===== src/rtl/mem_port_arbiter.sv =====
// Two-port arbiter for the shared instruction/data memory.
// Port 0 is the CPU and port 1 is the loader/debug port. Only one access is in
// flight at a time. Ties are broken round-robin. Bad mode or misaligned word
// accesses are rejected without touching memory. A stalled memory is aborted
// after TIMEOUT wait cycles.
module mem_port_arbiter #(
    parameter int unsigned ADDR_W  = 32,
    parameter int unsigned DATA_W  = 32,
    parameter int unsigned TIMEOUT = 16
) (
    input  logic              clk,
    input  logic              reset,
    input  logic              req0,
    input  logic              req1,
    input  logic              we0,
    input  logic              we1,
    input  logic [1:0]        mode0,
    input  logic [1:0]        mode1,
    input  logic [ADDR_W-1:0] addr0,
    input  logic [ADDR_W-1:0] addr1,
    input  logic [DATA_W-1:0] wdata0,
    input  logic [DATA_W-1:0] wdata1,
    output logic              ack0,
    output logic              ack1,
    output logic [DATA_W-1:0] rdata,
    output logic              err,
    output logic              busy,
    output logic              grant,
    output logic              mem_req,
    output logic              mem_we,
    output logic [1:0]        mem_mode,
    output logic [ADDR_W-1:0] mem_addr,
    output logic [DATA_W-1:0] mem_wdata,
    input  logic [DATA_W-1:0] mem_rdata,
    input  logic              mem_ready
);

    typedef enum logic [1:0] {
        S_IDLE = 2'd0,
        S_WAIT = 2'd1,
        S_DONE = 2'd2
    } state_t;

    localparam logic [7:0] CNT_LAST = 8'(TIMEOUT - 1);

    state_t              state;
    state_t              state_nxt;
    logic                rr_last;
    logic [7:0]          cnt;
    logic                we_q;
    logic [1:0]          mode_q;
    logic [ADDR_W-1:0]   addr_q;
    logic [DATA_W-1:0]   wdata_q;
    logic [DATA_W-1:0]   rdata_q;
    logic                err_q;
    logic                grant_q;

    logic                any_req;
    logic                tie;
    logic                pick;
    logic                sel_we;
    logic [1:0]          sel_mode;
    logic [ADDR_W-1:0]   sel_addr;
    logic [DATA_W-1:0]   sel_wdata;
    logic                bad_req;
    logic                timed_out;

    // State register
    always_ff @(posedge clk) begin
        if (reset) state <= S_IDLE;
        else       state <= state_nxt;
    end

    // Arbitration, request checking and next-state selection
    always_comb begin
        any_req   = req0 | req1;
        tie       = req0 & req1;
        pick      = tie ? ~rr_last : req1;
        sel_we    = pick ? we1    : we0;
        sel_mode  = pick ? mode1  : mode0;
        sel_addr  = pick ? addr1  : addr0;
        sel_wdata = pick ? wdata1 : wdata0;
        bad_req   = (sel_mode == 2'b11) ||
                    ((sel_mode == 2'b00) && (sel_addr[1:0] != 2'b00));
        timed_out = (cnt == CNT_LAST);
        state_nxt = state;
        case (state)
            S_IDLE: if (any_req) state_nxt = bad_req ? S_DONE : S_WAIT;
            S_WAIT: if (mem_ready || timed_out) state_nxt = S_DONE;
            S_DONE: state_nxt = S_IDLE;
            default: state_nxt = S_IDLE;
        endcase
    end

    // Request latch, round-robin pointer, wait counter and response registers
    always_ff @(posedge clk) begin
        if (reset) begin
            rr_last <= 1'b1;
            cnt     <= '0;
            we_q    <= 1'b0;
            mode_q  <= '0;
            addr_q  <= '0;
            wdata_q <= '0;
            rdata_q <= '0;
            err_q   <= 1'b0;
            grant_q <= 1'b0;
        end else begin
            case (state)
                S_IDLE: begin
                    if (any_req) begin
                        grant_q <= pick;
                        we_q    <= sel_we;
                        mode_q  <= sel_mode;
                        addr_q  <= sel_addr;
                        wdata_q <= sel_wdata;
                        if (tie) rr_last <= pick;
                        if (bad_req) begin
                            rdata_q <= '0;
                            err_q   <= 1'b1;
                        end
                    end
                end
                S_WAIT: begin
                    cnt <= cnt + 8'd1;
                    // A ready in the final wait cycle still completes normally
                    if (mem_ready) begin
                        rdata_q <= we_q ? '0 : mem_rdata;
                        err_q   <= 1'b0;
                    end else if (timed_out) begin
                        rdata_q <= '0;
                        err_q   <= 1'b1;
                    end
                end
                S_DONE: cnt <= '0;
                default: cnt <= '0;
            endcase
        end
    end

    // Port-side and memory-side outputs decoded from state
    always_comb begin
        busy      = (state != S_IDLE);
        mem_req   = (state == S_WAIT);
        mem_we    = mem_req & we_q;
        mem_mode  = mem_req ? mode_q  : '0;
        mem_addr  = mem_req ? addr_q  : '0;
        mem_wdata = mem_req ? wdata_q : '0;
        ack0      = (state == S_DONE) & ~grant_q;
        ack1      = (state == S_DONE) &  grant_q;
        rdata     = rdata_q;
        err       = err_q;
        grant     = grant_q;
    end

endmodule


===== config.mk =====
export PLATFORM = sky130hd
export DESIGN_NAME = mem_port_arbiter
export DESIGN_NICKNAME = d
export VERILOG_FILES = /design/src/rtl/mem_port_arbiter.sv
export SDC_FILE = /design/constraint.sdc
export NUM_CORES = 1
export LEC_CHECK = 0
export CAP_MARGIN = 10
export CORE_ASPECT_RATIO = 0.5
export CORE_MARGIN = 3
export CORE_UTILIZATION = 39
export DETAILED_ROUTE_END_ITERATION = 7
export GPL_TIMING_DRIVEN = 0
export PLACE_DENSITY = 0.91
export SYNTH_ARGS = -nofsm -noshare
export SYNTH_HDL_FRONTEND = slang
export SYNTH_SLANG_ARGS = --single-unit

===== constraint.sdc =====
create_clock -name clk -period 2.32 [get_ports clk]
set_clock_uncertainty 0.05 [all_clocks]
set_input_delay 0.348 -clock clk [delete_from_list [all_inputs] [get_ports clk]]
set_output_delay 0.348 -clock clk [all_outputs]
set_load 0.03 [all_outputs]

==> results by group, run 1 <==
Run status
  – Status: complete, no violations

Logic synthesis
  – Post-synth ARST share: 0
  – Cell count after synthesis: around 520
  – Mapped Avg Cell Area: 9.68 um^2
  – Number of synthesized flops with an enable pin: 0
  – Syn Nets: around 700
  – Ranking of synthesized cells by area: dfxtp_1, mux2i_1, a211oi_1
  – Top-area cell type share of the netlist area: 0.443
  – Ys flop type: dfxtp_1
  – Flops & latches, synth: 112
  – Seq/Total Area, Yosys: 0.443
  – Synth Cell Area: between 5000 and 6000 um^2
  – Number of library cell types mapped by synthesis: 43
  – Area leader, netlist: dfxtp_1
  – Yosys warning count: 0

Worst setup path
  – Reg-to-reg endpoint: we_q$_SDFFE_PP0P_
  – Critical Path Source Type: flip-flop
  – Worst reg2reg path startpoint: state[1]$_SDFFE_PP0P_
  – Cells traversed along the worst timing path: nor2b_1 -> clkbuf_4 -> clkbuf_2 -> and2_1 -> clkdlybuf4s15_1
  – Crit-path slowest cell: clkdlybuf4s15_1
  – CP Class: flip-flop to primary output
  – Critical Path RT: 1.92 ns
  – R2R cell count: 6
  – Critical Path Sink Type: primary output
  – Max incr delay on CP: 0.39 ns
  – R2r setup slk: 0.18 ns
  – CP top delay family: buffers and inverters
  – Crit Path Max Fanout: 10
  – Critical Path AT: 1.83 ns
  – CP bufs+invs: 3

Power and ir drop
  – Lkg Pwr: 3.45 nW
  – Total power: 5.15 mW
  – Power per cell area: between 600 and 700 nW/um^2
  – Worst IR Drop VDD: 0.338 mV

Floorplan
  – Starting Density: 0.414
  – Top Ports: 276
  – Die W: 167 um
  – Num rows: 28
  – Core Footprint: around 12000 um^2
  – Die Ht: 86.6 um
  – DIE AREA: between 10000 and 15000 um^2

Flow run
  – Max_cap viols: 0

Timing
  – Slew Limit Fails: 0
  – Final setup viols: 0
  – Final hold slack: 0.244 ns
  – Final hold viol count: 0
  – Slew @ Worst Pin: 0.597 ns
  – Period utilization: 0.959
  – RSZ-0062 raised after global routing: no
  – Slew HR: 0.600
  – Final setup margin: 0.0947 ns
  – Tmin final: 2.23 ns
  – Max Fclk: 449 MHz

Detailed routing
  – Total number of vias: 4958
  – DRC Markers: 0
  – Vias per Instance: 5.07
  – First drt pass iteration count: 5
  – Drt wl/cell: 17.0 um
  – Routed wire length: 16.6 mm
  – 1st-iter DRT viols: 270
  – Routed Antenna Nets: 0

Cells and area
  – Ratio of cells with drive above 1 in the final layout: 0.0775
  – N_diodes: 0
  – Layout Nets: just under 1000
  – Area delta synth->final: 62.5%

Clock network
  – Clk root buf: clkbuf_16
  – Clock-pin slew on the worst setup and hold paths: 0.07 ns
  – Clock Sinks: ~110
  – CTS H-tree lvls: 3
  – Clock buffer count from CTS: 9
  – Max clock buf depth: 2
  – Post-CTS Setup Inserts: 0
  – CTS tree: built
  – Post-CTS Hold Buffers: 0
  – Clock Latency Late Sink: 0.34 ns

GRT
  – Wire length of the first global-routing pass: 25.8 mm
  – Initial antenna violation count: 0
  – Aggregate global-route resource usage: 0.219
  – Vias in the first global route: 5078
  – Largest net degree at the start of global routing: 20
  – Total grt overflow: 0

Hold path
  – Worst hold path type: input pin to flip-flop
  – Worst hold path cell count: 2
  – Worst min-delay path startpoint: reset
  – Hold EP: rr_last$_SDFFE_PP1P_

Place
  – Placer Congestion: approximately 0.87
  – Post-DP HPWL: 13.2 mm
  – Pre-CTS setup slack: -0.0699 ns
  – IO buf count: around 270
## registers in the layout, indices dropped and copies added (netlist names)
name / flops
wdata_q: 32
grant: 1
addr_q: 32
rdata: 32
mode_q: 2
cnt: 8
state: 2
we_q: 1
err: 1
rr_last: 1
## per-stage QoR
step,utilization,std cells,instance area [um^2],TNS [ns]
detailed placement,0.655,962,8010,-2.69
global placement,0.655,962,8010,-0.0523
floorplan,-,523,5060,0
finish,0.673,978,8230,0
CTS,0.672,978,8220,0
global route,0.673,978,8230,0
## cell type report
cell class | count | area, um^2
Sequential cell | 112 | 2240
Inverter | 2 | 7.51
Tap cell | 165 | 206
Buffer | 46 | 277
Timing Repair Buffer | 274 | 2670
Clock buffer | 9 | 225
Multi-Input combinational cell | 363 | 2550
Fill cell | 960 | 4000
Clock inverter | 7 | 56.3
## cell usage after synthesis, types with 2 or more instances
library cell     n
dfxtp_1        112
nor2_1          79
mux2i_1         69
a211oi_1        68
and2_1          67
a22o_1          32
buf_2           19
clkbuf_1        15
nand2_1          7
buf_6            6
o21ai_0          5
xor2_1           5
dlygate4sd1_1    3
nand4_1          3
a21oi_1          2
a22oi_1          2
buf_4            2
or3_1            2
## cells by family after synthesis
family | synth area share
adder cells (fa/ha/maj) | 0.00247
multiplexers | 0.136
XOR/XNOR | 0.0104
buffers and inverters | 0.0544
AO/OA/AOI/OAI | 0.184
AND/OR/NAND/NOR | 0.170
flip-flops | 0.443
## what timing repair did
item,in CTS,in global routing
endpoints found under the hold margin,0,0
resized for setup,75,25
pin swaps,0,0
endpoints found under the setup margin,68,22
## worst max path at each step
stage,from,endpoint,slack (ns),depth (start not counted)
3_3_place_gp,req0,rdata[21]$_SDFFE_PP0P_,-0.008,7
3_5_place_dp,req0,addr_q[0]$_SDFFE_PP0P_,-0.07,6
4_1_cts,state[0]$_SDFFE_PP0P_,mem_addr[31],0.04,5
5_1_grt,state[0]$_SDFFE_PP0P_,mem_addr[6],0.0009,5
2_1_floorplan,cnt[0]$_SDFFE_PP0N_,rdata[10]$_SDFFE_PP0P_,0.48,7
6_report,state[0]$_SDFFE_PP0P_,mem_addr[20],0.09,5
## where the power goes
| group | internal [mW] | switching (mW) | total (mW) |
|---|---|---|---|
| Clock | 0.738 | 0.706 | 1.44 |
| Combinational | 0.688 | 0.788 | 1.48 |
| Sequential | 2.13 | 0.101 | 2.23 |
## layout by cell type (no fill, tap or decap), types with 2 or more instances in the layout
| master | count |
|---|---|
| clkdlybuf4s50_1 | 206 |
| dfxtp_1 | 112 |
| nor2_1 | 79 |
| mux2i_1 | 69 |
| a211oi_1 | 68 |
| and2_1 | 67 |
| dlygate4sd2_1 | 46 |
| a22o_1 | 32 |
| buf_2 | 19 |
| clkdlybuf4s15_1 | 19 |
| clkbuf_2 | 10 |
| clkbuf_16 | 9 |
| clkbuf_1 | 8 |
| nand2_1 | 7 |
| buf_6 | 6 |
| o21ai_0 | 5 |
| xor2_1 | 5 |
| clkinv_4 | 4 |
| dlygate4sd1_1 | 3 |
| nand4_1 | 3 |
| buf_4 | 2 |
| a22oi_1 | 2 |
| or3_1 | 2 |
| a21oi_1 | 2 |
## routing by layer
metal | global-route usage | up-vias | part of all wire
li1 | - | 2432 | -
met1 | 0.253 | 2332 | 0.40
met2 | 0.417 | 169 | 0.53
met3 | 0.0396 | 25 | 0.053
met4 | 0.0742 | 0 | 0.019
met5 | 0 | - | 0
Note: power is estimated with default switching activity, not from simulation.
==> inputs of run 2 (changes only) <==
--- a/config.mk
+++ b/config.mk
@@ -13,2 +13,3 @@
 export GPL_TIMING_DRIVEN = 0
+export MAX_ROUTING_LAYER = met4
 export PLACE_DENSITY = 0.91
--- a/constraint.sdc
+++ b/constraint.sdc
@@ -4,2 +4,2 @@
 set_output_delay 0.348 -clock clk [all_outputs]
-set_load 0.03 [all_outputs]
+set_load 0.05 [all_outputs]
==> run 2 against run 1 <==
  * Via count grew 0.46%
  * Flip-flop and latch count unchanged
  * Register-to-register slack improved by 0.02 ns
  * Highest routed layer unchanged
  * Utilization rose by 0.88 points
  * Maximum frequency is 0.12% lower
  * Wire length rose by 0.59%
  * Clock power hardly changed
  * Global-route usage grew 0.84 points
  * Cell count stayed put
  * Count of clock-buffer cells in the layout did not move
  * Die area is the same
  * Sequential share of layout area down 0.35 points
==> results by group, run 2 (synthesized netlist as in run 1, its figures left out) <==
Timing
  – Tmin final: 2.23 ns (about the same)
  – Final setup viols: 0 (unchanged)
  – Slew HR: 0.610 (was 0.600)
  – Final setup margin: 0.0920 ns (was 0.0947 ns)
  – Max Fclk: 449 MHz (about the same)
  – Final hold viol count: 0 (unchanged)
  – Slew @ Worst Pin: 0.583 ns (was 0.597 ns)
  – Period utilization: 0.960 (was 0.959)
  – Slew Limit Fails: 0 (unchanged)
  – Final hold slack: 0.243 ns (was 0.244 ns)

Clock network
  – CTS tree: built (unchanged)
  – Clk root buf: clkbuf_16 (unchanged)
  – Max clock buf depth: 2 (unchanged)
  – CTS H-tree lvls: 3 (unchanged)
  – Post-CTS Hold Buffers: 0 (unchanged)
  – Clock Latency Late Sink: 0.34 ns (about the same)
  – Clock Sinks: 112 (unchanged)
  – Clock buffer count from CTS: 9 (unchanged)
  – Clock-pin slew on the worst setup and hold paths: 0.07 ns (about the same)

Cells and area
  – Cell Count, Final, Fillers Out: 978 (unchanged)
  – Most frequent cells in the layout: clkdlybuf4s50_1, dfxtp_1, nor2_1 (unchanged)
  – Commonest non-fill, non-tap cell in the layout: clkdlybuf4s50_1 (unchanged)
  – Layout Utilization: 0.682 (was 0.673)
  – N_diodes: 0 (unchanged)
  – Area delta synth->final: 64.7% (was 62.5%)
  – Ratio of cells with drive above 1 in the final layout: 0.157 (was 0.0775)
  – Layout Nets: 980 (unchanged)

Place
  – IO buf count: 274 (unchanged)
  – Post-DP HPWL: 13.2 mm (unchanged)
  – Placed Cells incl. Taps: 962 (unchanged)
  – Pre-CTS setup slack: -0.128 ns (was -0.0699 ns)
  – Placer Congestion: 0.881 (was 0.866)

Power and ir drop
  – Reg power frac: 0.420 (was 0.433)
  – Share of total power in combinational logic: 0.308 (was 0.287)
  – Sw Pwr: 1.74 mW (was 1.59 mW)
  – Switching share of total power: 0.327 (was 0.309)
  – Power per cell area: 637 nW/um^2 (was 626 nW/um^2)
  – Cell internal pwr: 3.57 mW (was 3.56 mW)
  – Total power: 5.31 mW (was 5.15 mW)
  – Lkg Pwr: 3.27 nW (was 3.45 nW)
  – Worst IR Drop VDD: 0.354 mV (was 0.338 mV)
  – Clock power frac: 0.272 (was 0.280)

GRT
  – Aggregate global-route resource usage: 0.228 (was 0.219)
  – Total grt overflow: 0 (unchanged)
  – Largest net degree at the start of global routing: 20 (unchanged)
  – Wire length of the first global-routing pass: 25.9 mm (was 25.8 mm)
  – Initial antenna violation count: 0 (unchanged)
  – Vias in the first global route: 5061 (was 5078)

Worst setup path
  – R2R cell count: 6 (unchanged)
  – R2r setup slk: 0.20 ns (was 0.18 ns)
  – Setup crit start: state[0]$_SDFFE_PP0P_ (unchanged)
  – Crit Path Max Fanout: 10 (unchanged)
  – Critical Path Sink Type: primary output (unchanged)
  – CP Class: flip-flop to primary output (unchanged)
  – Critical Path AT: 1.83 ns (about the same)
  – Critical Path Source Type: flip-flop (unchanged)
  – Critical Path RT: 1.92 ns (about the same)
  – CP Capture Point: mem_wdata[10] (was mem_addr[20])
  – Worst reg2reg path startpoint: state[1]$_SDFFE_PP0P_ (unchanged)
  – Reg-to-reg endpoint: addr_q[4]$_SDFFE_PP0P_ (was we_q$_SDFFE_PP0P_)

Floorplan
  – Num rows: 28 (unchanged)
  – Top Ports: 276 (unchanged)
  – Core Footprint: 12200 um^2 (unchanged)
  – Die Ht: 86.6 um (unchanged)
  – Die W: 167 um (unchanged)
  – DIE AREA: 14500 um^2 (unchanged)
  – Starting Density: 0.414 (unchanged)

Detailed routing
  – Vias per Instance: 5.09 (was 5.07)
  – 1st-iter DRT viols: 337 (was 270)
  – Drt wl/cell: 17.1 um (was 17.0 um)
  – Total number of vias: 4981 (was 4958)
  – First drt pass iteration count: 4 (was 5)
  – Routed Antenna Nets: 0 (unchanged)
  – DRC Markers: 0 (unchanged)
  – Routed wire length: 16.7 mm (was 16.6 mm)

Run status
  – Status: complete, no violations (unchanged)

Hold path
  – Worst hold path type: input pin to flip-flop (unchanged)

Flow run
  – Max_cap viols: 0 (unchanged)
## run 2: cell count changes in the layout (fill, tap and decap cells not counted), sizes merged
cell / before / now
buf: 27 / 29
clkdlybuf4s15: 19 / 59
dlymetal6s2s: 0 / 1
clkdlybuf4s18: 0 / 1
clkbuf: 28 / 31
clkdlybuf4s50: 206 / 204
dlygate4sd2: 46 / 1
## run 2: repair_timing
item	4_1_cts	5_1_grt
gates resized for setup	203	17
setup buffers	0	0
endpoints found under the setup margin	69	30
## run 2: through the flow
step	area (um^2)	TNS [ns]
after CTS	8380	0
after global routing	8340	-0.0114
after global placement	8010	-2.90
after detailed placement	8010	-6.53
final	8340	0
after floorplan	5060	0
## run 2: how the worst min path moves through the flow
stage / depth (start not counted) / startpoint / endpoint / slack [ns]
finish: 2 / reset / rr_last$_SDFFE_PP1P_ / 0.24
global route: 2 / reset / rr_last$_SDFFE_PP1P_ / 0.26
CTS: 2 / reset / rr_last$_SDFFE_PP1P_ / 0.24
detailed placement: 1 / rdata[16]$_SDFFE_PP0P_ / rdata[16]$_SDFFE_PP0P_ / 0.41
global placement: 1 / rdata[30]$_SDFFE_PP0P_ / rdata[30]$_SDFFE_PP0P_ / 0.41
floorplan: 1 / mem_ready / err$_SDFFE_PP0P_ / 0.40
## run 2: final cells by class
type	instances	area, um^2
clock buffers	9	225
multi-input cells	363	2550
clock inverters	7	56.3
well taps	165	206
inverters	2	7.51
repair buffers	274	2780
fillers	927	3890
plain buffers	46	277
flip-flops and latches	112	2240
## run 2: power groups by stage
stage | clock network, mW | logic, mW | registers (mW)
2_1_floorplan | 0 | 0.901 | 2.33
3_3_place_gp | 0 | 1.61 | 2.26
3_5_place_dp | 0 | 1.65 | 2.27
4_1_cts | 1.48 | 1.64 | 2.23
5_1_grt | 1.56 | 1.74 | 2.25
6_report | 1.45 | 1.63 | 2.23
## run 2: per-layer routing
metal / up-vias / part of all wire / GRT usage / wire [um]
li1: 2427 / - / - / -
met1: 2363 / 0.40 / 0.261 / 6660
met2: 166 / 0.53 / 0.418 / 8800
met3: 25 / 0.054 / 0.0392 / 902
met4: 0 / 0.020 / 0.0653 / 337
met5: - / 0 / - / 0
## run 2: critical path, cell delays in order, from the launching register on
cell	delay, ns
dfxtp_1	0.37
nor2b_1	0.14
clkbuf_4	0.19
clkbuf_2	0.21
and2_1	0.19
clkdlybuf4s15_2	0.39
